### config.mk
export PLATFORM = sky130hd
export DESIGN_NAME = display_sequencer
export DESIGN_NICKNAME = d
export VERILOG_FILES = /design/src/rtl/display_sequencer_pkg.sv /design/src/rtl/display_sequencer_cycle_timer.sv /design/src/rtl/display_sequencer.sv
export SDC_FILE = /design/constraint.sdc
export NUM_CORES = 1
export LEC_CHECK = 0
export ABC_AREA = 0
export CORE_MARGIN = 2
export CORE_UTILIZATION = 33
export CTS_CLUSTER_DIAMETER = 40
export CTS_CLUSTER_SIZE = 30
export DETAILED_ROUTE_END_ITERATION = 6
export HOLD_SLACK_MARGIN = 0.06
export PLACE_DENSITY = 0.45
export SYNTH_ARGS = -nofsm -noshare
export SYNTH_HDL_FRONTEND = slang
export SYNTH_SLANG_ARGS = --single-unit
### constraint.sdc
create_clock -name clock -period 3.45 [get_ports clock]
set_input_delay 0.345 -clock clock [delete_from_list [all_inputs] [get_ports clock]]
set_output_delay 0.345 -clock clock [all_outputs]
set_load 0.1 [all_outputs]
### src/rtl/display_sequencer_pkg.sv
// Shared codes for the display sequencer: lower-display mode codes, FSM state codes
// and the mode-to-one-hot decode used for the registered mode outputs.
package display_sequencer_pkg;

    localparam logic [1:0] MODE_DAY = 2'd0;
    localparam logic [1:0] MODE_AVS = 2'd1;
    localparam logic [1:0] MODE_MAX = 2'd2;
    localparam logic [1:0] MODE_TIM = 2'd3;

    localparam logic [1:0] S_IDLE  = 2'd0;
    localparam logic [1:0] S_START = 2'd1;
    localparam logic [1:0] S_WAIT  = 2'd2;
    localparam logic [1:0] S_DONE  = 2'd3;

    // Bit order of the result is {TIM, MAX, AVS, DAY}.
    function automatic logic [3:0] mode_onehot(input logic [1:0] mode);
        mode_onehot = 4'b0001 << mode;
    endfunction

endpackage

### src/rtl/display_sequencer_cycle_timer.sv
// Loadable down-counter with zero flag. Decrement saturates at zero; load wins over
// decrement. Used for both the refresh interval and the conversion timeout.
module cycle_timer #(
    parameter int               CNT_W     = 16,
    parameter logic [CNT_W-1:0] RESET_VAL = '0
) (
    input  logic             clock,
    input  logic             reset,
    input  logic             load,
    input  logic [CNT_W-1:0] load_val,
    input  logic             dec,
    output logic             zero
);

    logic [CNT_W-1:0] count_q;
    logic [CNT_W-1:0] count_d;

    always_comb begin
        // NOTE: assign a default before any branch so no path leaves count_d unassigned (no latch).
        count_d = count_q;
        if (load) begin
            count_d = load_val;
        end else if (dec && (count_q != '0)) begin
            count_d = count_q - 1'b1;
        end
    end

    // NOTE: sequential state uses non-blocking assignments so every flop samples pre-edge values.
    always_ff @(posedge clock or posedge reset) begin
        if (reset) begin
            count_q <= RESET_VAL;
        end else begin
            count_q <= count_d;
        end
    end

    assign zero = (count_q == '0);

endmodule

### src/rtl/display_sequencer.sv
// Display conversion sequencer: owns the lower-display mode, issues periodic conversion
// starts to the dual-to-ASCII converter, waits for valid with a timeout, strobes update.
module display_sequencer
    import display_sequencer_pkg::*;
#(
    parameter int REFRESH_CYCLES = 1000,
    parameter int TIMEOUT_CYCLES = 64,
    parameter int CNT_W          = 16
) (
    input  logic clock,
    input  logic reset,
    input  logic mode_btn,
    input  logic force_refresh,
    input  logic conv_valid,
    output logic start,
    output logic AVS,
    output logic DAY,
    output logic MAX,
    output logic TIM,
    output logic busy,
    output logic update,
    output logic timeout_err
);

    localparam logic [CNT_W-1:0] REFRESH_LOAD = CNT_W'(REFRESH_CYCLES - 1);
    localparam logic [CNT_W-1:0] TIMEOUT_LOAD = CNT_W'(TIMEOUT_CYCLES - 1);

    logic [1:0] state_q, state_d;
    logic [1:0] mode_q, mode_d;
    logic       pending_q, pending_d;
    logic       first_wait_q, first_wait_d;
    logic       start_q, start_d;
    logic       busy_q, busy_d;
    logic       update_q, update_d;
    logic       timeout_err_q, timeout_err_d;
    logic [3:0] onehot_q, onehot_d;

    logic ref_load, ref_dec, ref_zero;
    logic to_load, to_dec, to_zero;

    cycle_timer #(.CNT_W(CNT_W), .RESET_VAL(REFRESH_LOAD)) u_refresh_timer (
        .clock    (clock),
        .reset    (reset),
        .load     (ref_load),
        .load_val (REFRESH_LOAD),
        .dec      (ref_dec),
        .zero     (ref_zero)
    );

    // Loaded with TIMEOUT_CYCLES-1 in START, so it reaches zero on the last allowed WAIT cycle.
    cycle_timer #(.CNT_W(CNT_W), .RESET_VAL(TIMEOUT_LOAD)) u_timeout_timer (
        .clock    (clock),
        .reset    (reset),
        .load     (to_load),
        .load_val (TIMEOUT_LOAD),
        .dec      (to_dec),
        .zero     (to_zero)
    );

    always_comb begin
        state_d       = state_q;
        mode_d        = mode_q;
        pending_d     = pending_q;
        timeout_err_d = timeout_err_q;
        ref_load      = 1'b0;
        ref_dec       = 1'b0;
        to_load       = 1'b0;
        to_dec        = 1'b0;

        case (state_q)
            S_IDLE: begin
                ref_dec = 1'b1;
                if (mode_btn || pending_q) begin
                    mode_d    = mode_q + 2'd1;
                    pending_d = 1'b0;
                    state_d   = S_START;
                end else if (ref_zero || force_refresh) begin
                    state_d = S_START;
                end
            end
            S_START: begin
                to_load   = 1'b1;
                pending_d = pending_q | mode_btn;
                state_d   = S_WAIT;
            end
            S_WAIT: begin
                to_dec    = 1'b1;
                pending_d = pending_q | mode_btn;
                // The converter's valid_out is still stale on the first WAIT cycle.
                if (!first_wait_q && conv_valid) begin
                    timeout_err_d = 1'b0;
                    state_d       = S_DONE;
                end else if (to_zero) begin
                    timeout_err_d = 1'b1;
                    ref_load      = 1'b1;
                    state_d       = S_IDLE;
                end
            end
            S_DONE: begin
                ref_load  = 1'b1;
                pending_d = pending_q | mode_btn;
                state_d   = S_IDLE;
            end
            default: begin
                state_d = S_IDLE;
            end
        endcase

        // Outputs are registered from next-state so they line up with the state they describe.
        first_wait_d = (state_q == S_START);
        start_d      = (state_d == S_START);
        busy_d       = (state_d == S_START) || (state_d == S_WAIT);
        update_d     = (state_d == S_DONE);
        onehot_d     = mode_onehot(mode_d);
    end

    always_ff @(posedge clock or posedge reset) begin
        if (reset) begin
            state_q       <= S_IDLE;
            mode_q        <= MODE_DAY;
            pending_q     <= 1'b0;
            first_wait_q  <= 1'b0;
            start_q       <= 1'b0;
            busy_q        <= 1'b0;
            update_q      <= 1'b0;
            timeout_err_q <= 1'b0;
            onehot_q      <= mode_onehot(MODE_DAY);
        end else begin
            state_q       <= state_d;
            mode_q        <= mode_d;
            pending_q     <= pending_d;
            first_wait_q  <= first_wait_d;
            start_q       <= start_d;
            busy_q        <= busy_d;
            update_q      <= update_d;
            timeout_err_q <= timeout_err_d;
            onehot_q      <= onehot_d;
        end
    end

    assign start       = start_q;
    assign busy        = busy_q;
    assign update      = update_q;
    assign timeout_err = timeout_err_q;
    assign DAY         = onehot_q[0];
    assign AVS         = onehot_q[1];
    assign MAX         = onehot_q[2];
    assign TIM         = onehot_q[3];

endmodule

==> Word-level counts from Yosys, hierarchy flattened <==
Cells that the tools add are included.
{ "word_totals": {"regBits": 46, "output_inout_bits": 8, "elab_cells": 61} }
{ "op_classes": {"addsub": 3, "eq_ne": 7, "shift": 1, "mux": 21, "bitwise_logic": 1, "reduce_logical": 17} }
{ "op_table": {"columns": ["op", "count"], "rows": [
  ["two-way mux 16 bit", 4],
  ["zero test 16 bit", 2],
  ["nonzero test 16 bit", 2],
  ["subtractor 16 x 1 -> 16 bit (second input constant)", 2],
  ["two-way mux 2 bit", 6],
  ["== test 2 bit (second input constant)", 4],
  ["two-way mux 1 bit", 8],
  ["one-hot mux 2 bit (4 select lines)", 1],
  ["nonzero test 2 bit", 3],
  ["== test 2 x 1 -> 1 bit (second input constant)", 2],
  ["one-hot mux 1 bit (2 select lines)", 2],
  ["<< shifter 1 x 2 -> 4 bit (first input constant)", 1],
  ["logical AND 1 bit", 3],
  ["logical OR 1 bit", 3],
  ["OR reduction 3 bit", 1],
  ["adder 2 x 1 -> 2 bit (second input constant)", 1],
  ["zero test 2 bit", 1],
  ["inequality test 2 bit (second input constant)", 1],
  ["AND reduction 2 bit", 1],
  ["zero test 1 bit", 1],
  ["OR 1 bit", 1]
]} }

==> Logic depth before layout (Yosys ltp) <==
{ "depth": {"word_depth": 7, "mapped_depth": 10, "mapped_depth_nobuf": 9} }

==> Cells and area by module <==
Synthesis repeated with hierarchy kept, for this count alone.
{ "unflattened": {"cells_unflattened": 294, "hier_area_um2": 2667.6} }
{ "by_module_without_submodules": {"columns": ["mod", "instances", "cells_per_inst", "area_per_inst_um2"], "rows": [
  ["cycle_timer at u_refresh_timer", 1, 122, 1044.8],
  ["cycle_timer at u_timeout_timer", 1, 122, 1042.2],
  ["display_sequencer", 1, 50, 580.6]
]} }

==> Worst setup path after synthesis <==
No wires, ideal clock.
{ "synth_path": {"kind": "register to register", "startpoint": "register u_refresh_timer.count_q[6]", "endpoint": "register busy_q, in the netlist busy", "setup_ns": 0.063, "t_arrival_ns": 2.404, "t_required_ns": 3.387, "setup_slack_ns": 0.983, "stages_incl_launch_ff": 9, "path_buffers": 1, "cell_sequence": "dfstp_2 > or4_1 > buf_2 > nor4b_4 > and2_2 > nor4b_1 > a211oi_1 > ha_1 > inv_1"} }
{ "synth_between": {"elab_chain_cells": 7, "word_cells_on_any_way": 8, "cone_classes": "eq/ne: 2; mux: 3; reduce/logical: 3"} }
{ "synth_lines": {"columns": ["item", "line_no", "source"], "rows": [
  ["from (decl)", "display_sequencer_cycle_timer.sv:15", "logic [CNT_W-1:0] count_q;"],
  ["from (signal assigned)", "display_sequencer_cycle_timer.sv:33", "count_q <= count_d;"],
  ["zero test 16 bit *", "display_sequencer_cycle_timer.sv:37", "assign zero = (count_q == '0);"],
  ["logical OR 1 bit *", "display_sequencer.sv:77", "end else if (ref_zero || force_refresh) begin"],
  ["two-way mux 2 bit *", "display_sequencer.sv:77", null],
  ["two-way mux 2 bit *", "display_sequencer.sv:73", "if (mode_btn || pending_q) begin"],
  ["one-hot mux 2 bit (4 select lines) *", "display_sequencer.sv:70", "case (state_q)"],
  ["via state_d[0]", "display_sequencer.sv:28", "logic [1:0] state_q, state_d;"],
  ["== test 2 x 1 -> 1 bit / == test 2 bit (equally long branches)", "display_sequencer.sv:112", "busy_d = (state_d == S_START) || (state_d == S_WAIT);"],
  ["logical OR 1 bit *", "display_sequencer.sv:112", null],
  ["via busy_d", "display_sequencer.sv:33", "logic busy_q, busy_d;"],
  ["to (signal assigned)", "display_sequencer.sv:134", "busy_q <= busy_d;"],
  ["to (decl)", "display_sequencer.sv:33", null]
]} }
Mark *: on every way through the listed nets, which the timed path passes. The rest lies on a longest branch.
A chain may end at the register's enable or synchronous reset.

==> Worst setup path in the final report <==
Ends and elaborated chain as after synthesis.

==> impl_metrics.yaml <==
cells_and_area:
  final_common_cell: "dfrtp_1"
  area_delta_synth_final_pct: 14.4
  finalNetCount: 252
  drive_gt1_share_pct: 13.1
  num_antenna_cells: 0
  most-common-layout-cells: "dfrtp_1 (31), nand2_1 (28), nor2_1 (19)"
  fin_util_pct: 38.8
sta:
  fin_tns_setup_ns: 0
  fmax_mhz: 391
  period_share_pct: 74.1
  rsz0062_at_grt: "no"
  setup-violations-final: 0
  drv_slew: 0
  fin_crit_ns: 2.55
  final-hold-violation-count: 0
  worst_pin_slew_ns: 0.978
  finalClockSkew_ns: 0.00489
  maxSlewHeadroom_pct: 34.6
synth:
  synth_edf_count: 0
  syn-instance-count: 227
  synth.net_count: 236
  avgSynthCellArea_um2: 10.0
  ys_seq_area_share_pct: 51.3
  synth_cell_type_count: 45
  synth-seq-cells: 46
  synth_area_um2: 2280
  yosys_warnings: 0
  async_reset_ff_share_pct: 100
  ys.flop_type: "dfrtp_1"
floorplan:
  fp.dieW_um: 87.1
  start_util_pct: 33.9
  coreArea_um2: 6720
  row_count: 30
  die_h_um: 87.1
  die_area_um2: 7580
  ioPinCount: 13
run_status:
  status: "complete, no violations"
global_route:
  grt_max_degree: 47
  grt_pass1_wl_um: 8150
  grt_pass1_vias: 1678
  grt_usage_pct: 14.0
  antenna_found_initial: 0
  grt_overflow: 0
cts:
  numClockSinks: 46
  post_cts_resized: 0
  cts-htree-levels: 2
  postCtsHoldBufs: 0
  post_cts_buffers: 0
  clk-insertion-delay-late_ns: 0.30
  cts_tree: "done"
  cts.path.max_buffers: 2
  numCtsBuffers: 5
  clkTransAtPathRegs_ns: 0.09
  clockRootBuffer: "clkbuf_8"
drt:
  post-route-drc-count: 0
  wl_per_cell_um: 14.5
  drt-pass1-iter-count: 4
  drtIter0Drc: 115
  dr_total_vias: 1683
  antenna_left: 0
  via_per_inst: 5.19
  routed_wl_um: 4700
worst_hold_path:
  min_path_type: "reg2reg"
  holdPathStages: 1
worst_setup_path:
  endpoint_kind: "flip-flop"
  crit_buf_inv: 2
  worstPathRequired_ns: 3.70
  cp-start-kind: "flip-flop"
  reg2reg_depth: 8
  slowest_stage: "or4_1"
  crit_fanout: 9
  critPathTopFamily: "simple AND/OR/NAND/NOR gates"
  path_cells: "or4_1 -> nor4b_4 -> buf_4 -> and2_2 -> nor4b_1 -> a211oi_1 -> ha_1 -> inv_1"
  cp_num_cells: 8
  critPathKind: "reg2reg"
  max_stage_delay_ns: 0.64
  critPathArrivalTime_ns: 2.81
pwr:
  p_clk_share_pct: 21.6
  p_seq_share_pct: 40.0
  switching_power_uw: 801
  p_int_mw: 1.10
  sw_frac_of_total_pct: 42.1
  vdd_drop_max_v: 0.000272
  finalPower_mw: 1.90
  p_leak_nw: 1.11
  p_comb_share_pct: 38.4
  powerDensity_nw_per_um2: 730
placed_design:
  place.gp.congestion: 0.713
  dp_hpwl_um: 3290
  port_buffers: 12
flow_run:
  cap_violations: 0
-- final timing paths --
kind | to | startpoint | slack, ns
worst max-delay path | busy | u_refresh_timer.count_q[6] | 0.90
worst min-delay path | onehot_q[1] | mode_q[1] | 0.47
worst max register to register | busy | u_refresh_timer.count_q[6] | 0.90
worst min register to register | onehot_q[1] | mode_q[1] | 0.47
max in group asynchronous | u_refresh_timer.count_q[4] | reset | 2.28
min in group asynchronous | mode_q[0] | reset | 0.58
-- cells in the mapped netlist (all sizes together), types with 2 or more instances --
library cell | number | area, µm²
nand2 | 28 | 105
nand4 | 2 | 12.5
o211ai | 2 | 15.0
o21ai | 6 | 30.0
nor4 | 10 | 68.8
o22ai | 2 | 12.5
buf | 2 | 10.0
dfstp | 15 | 394
nor2b | 2 | 12.5
a21oi | 8 | 43.8
inv | 11 | 41.3
nor4b | 3 | 41.3
nor3b | 2 | 15.0
nand4b | 2 | 17.5
o31ai | 3 | 22.5
xor2 | 7 | 61.3
nor3 | 11 | 55.1
and2 | 3 | 20.0
a2111oi | 2 | 17.5
nand3 | 5 | 25.0
a211o | 2 | 17.5
a32oi | 2 | 17.5
or4 | 5 | 37.5
or3 | 7 | 43.8
mux2i | 5 | 50.1
dfrtp | 31 | 776
nand3b | 2 | 15.0
ha | 4 | 50.1
clkbuf | 4 | 15.0
nand2b | 3 | 18.8
nor2 | 19 | 71.3
xnor2 | 8 | 70.1
-- per-layer routing --
layer | vias to the layer above | global-route usage [%] | share of wire [%]
li1 | 839 | - | -
met4 | 0 | 5.03 | 1.7
met1 | 811 | 18.8 | 48
met5 | - | 0 | 0
met2 | 25 | 21.9 | 47
met3 | 8 | 3.41 | 2.7
-- registers in the layout, summed over array words and instances, names as in the netlist --
register / flops
busy: 1
first_wait_q: 1
mode_q: 2
onehot_q: 4
pending_q: 1
start: 1
state_q: 2
timeout_err: 1
u_refresh_timer.count_q: 16
u_timeout_timer.count_q: 16
update: 1
-- kinds of logic (layout without fill, tap and decap cells) --
group	after synthesis	after routing	share of synthesized area (%)
AO/OA/AOI/OAI	32	32	9.61
adder cells (fa/ha/maj)	4	4	2.20
flip-flops	46	46	51.3
multiplexers	6	6	2.69
buffers and inverters	17	34	2.91
XOR/XNOR	15	15	5.77
AND/OR/NAND/NOR	107	107	25.5
-- power by group through the flow --
| stage | Sequential [mW] | Combinational, mW | Clock, mW |
|---|---|---|---|
| after detailed placement | 0.770 | 0.745 | 0 |
| after global routing | 0.778 | 0.803 | 0.445 |
| final | 0.760 | 0.732 | 0.411 |
| after CTS | 0.760 | 0.746 | 0.423 |
| after global placement | 0.769 | 0.747 | 0 |
| after floorplan | 0.980 | 0.346 | 0 |
-- stage by stage --
step	cell area (µm²)	worst slack (ns)	cells	hold slack [ns]
6_report	2610	0.895	324	0.474
5_1_grt	2610	0.723	324	0.491
4_1_cts	2610	0.877	324	0.476
3_5_place_dp	2500	0.900	316	0.462
3_3_place_gp	2500	0.955	316	0.465
2_1_floorplan	2280	0.983	227	0.437
-- cell type report --
class	count	area, µm²
Clock buffer	6	72.6
Clock inverter	2	37.5
Fill cell	682	4110
Inverter	11	41.3
Multi-Input combinational cell	164	1040
Sequential cell	46	1170
Tap cell	80	100
Timing Repair Buffer	15	143
Note: power is estimated with default switching activity, not from simulation.
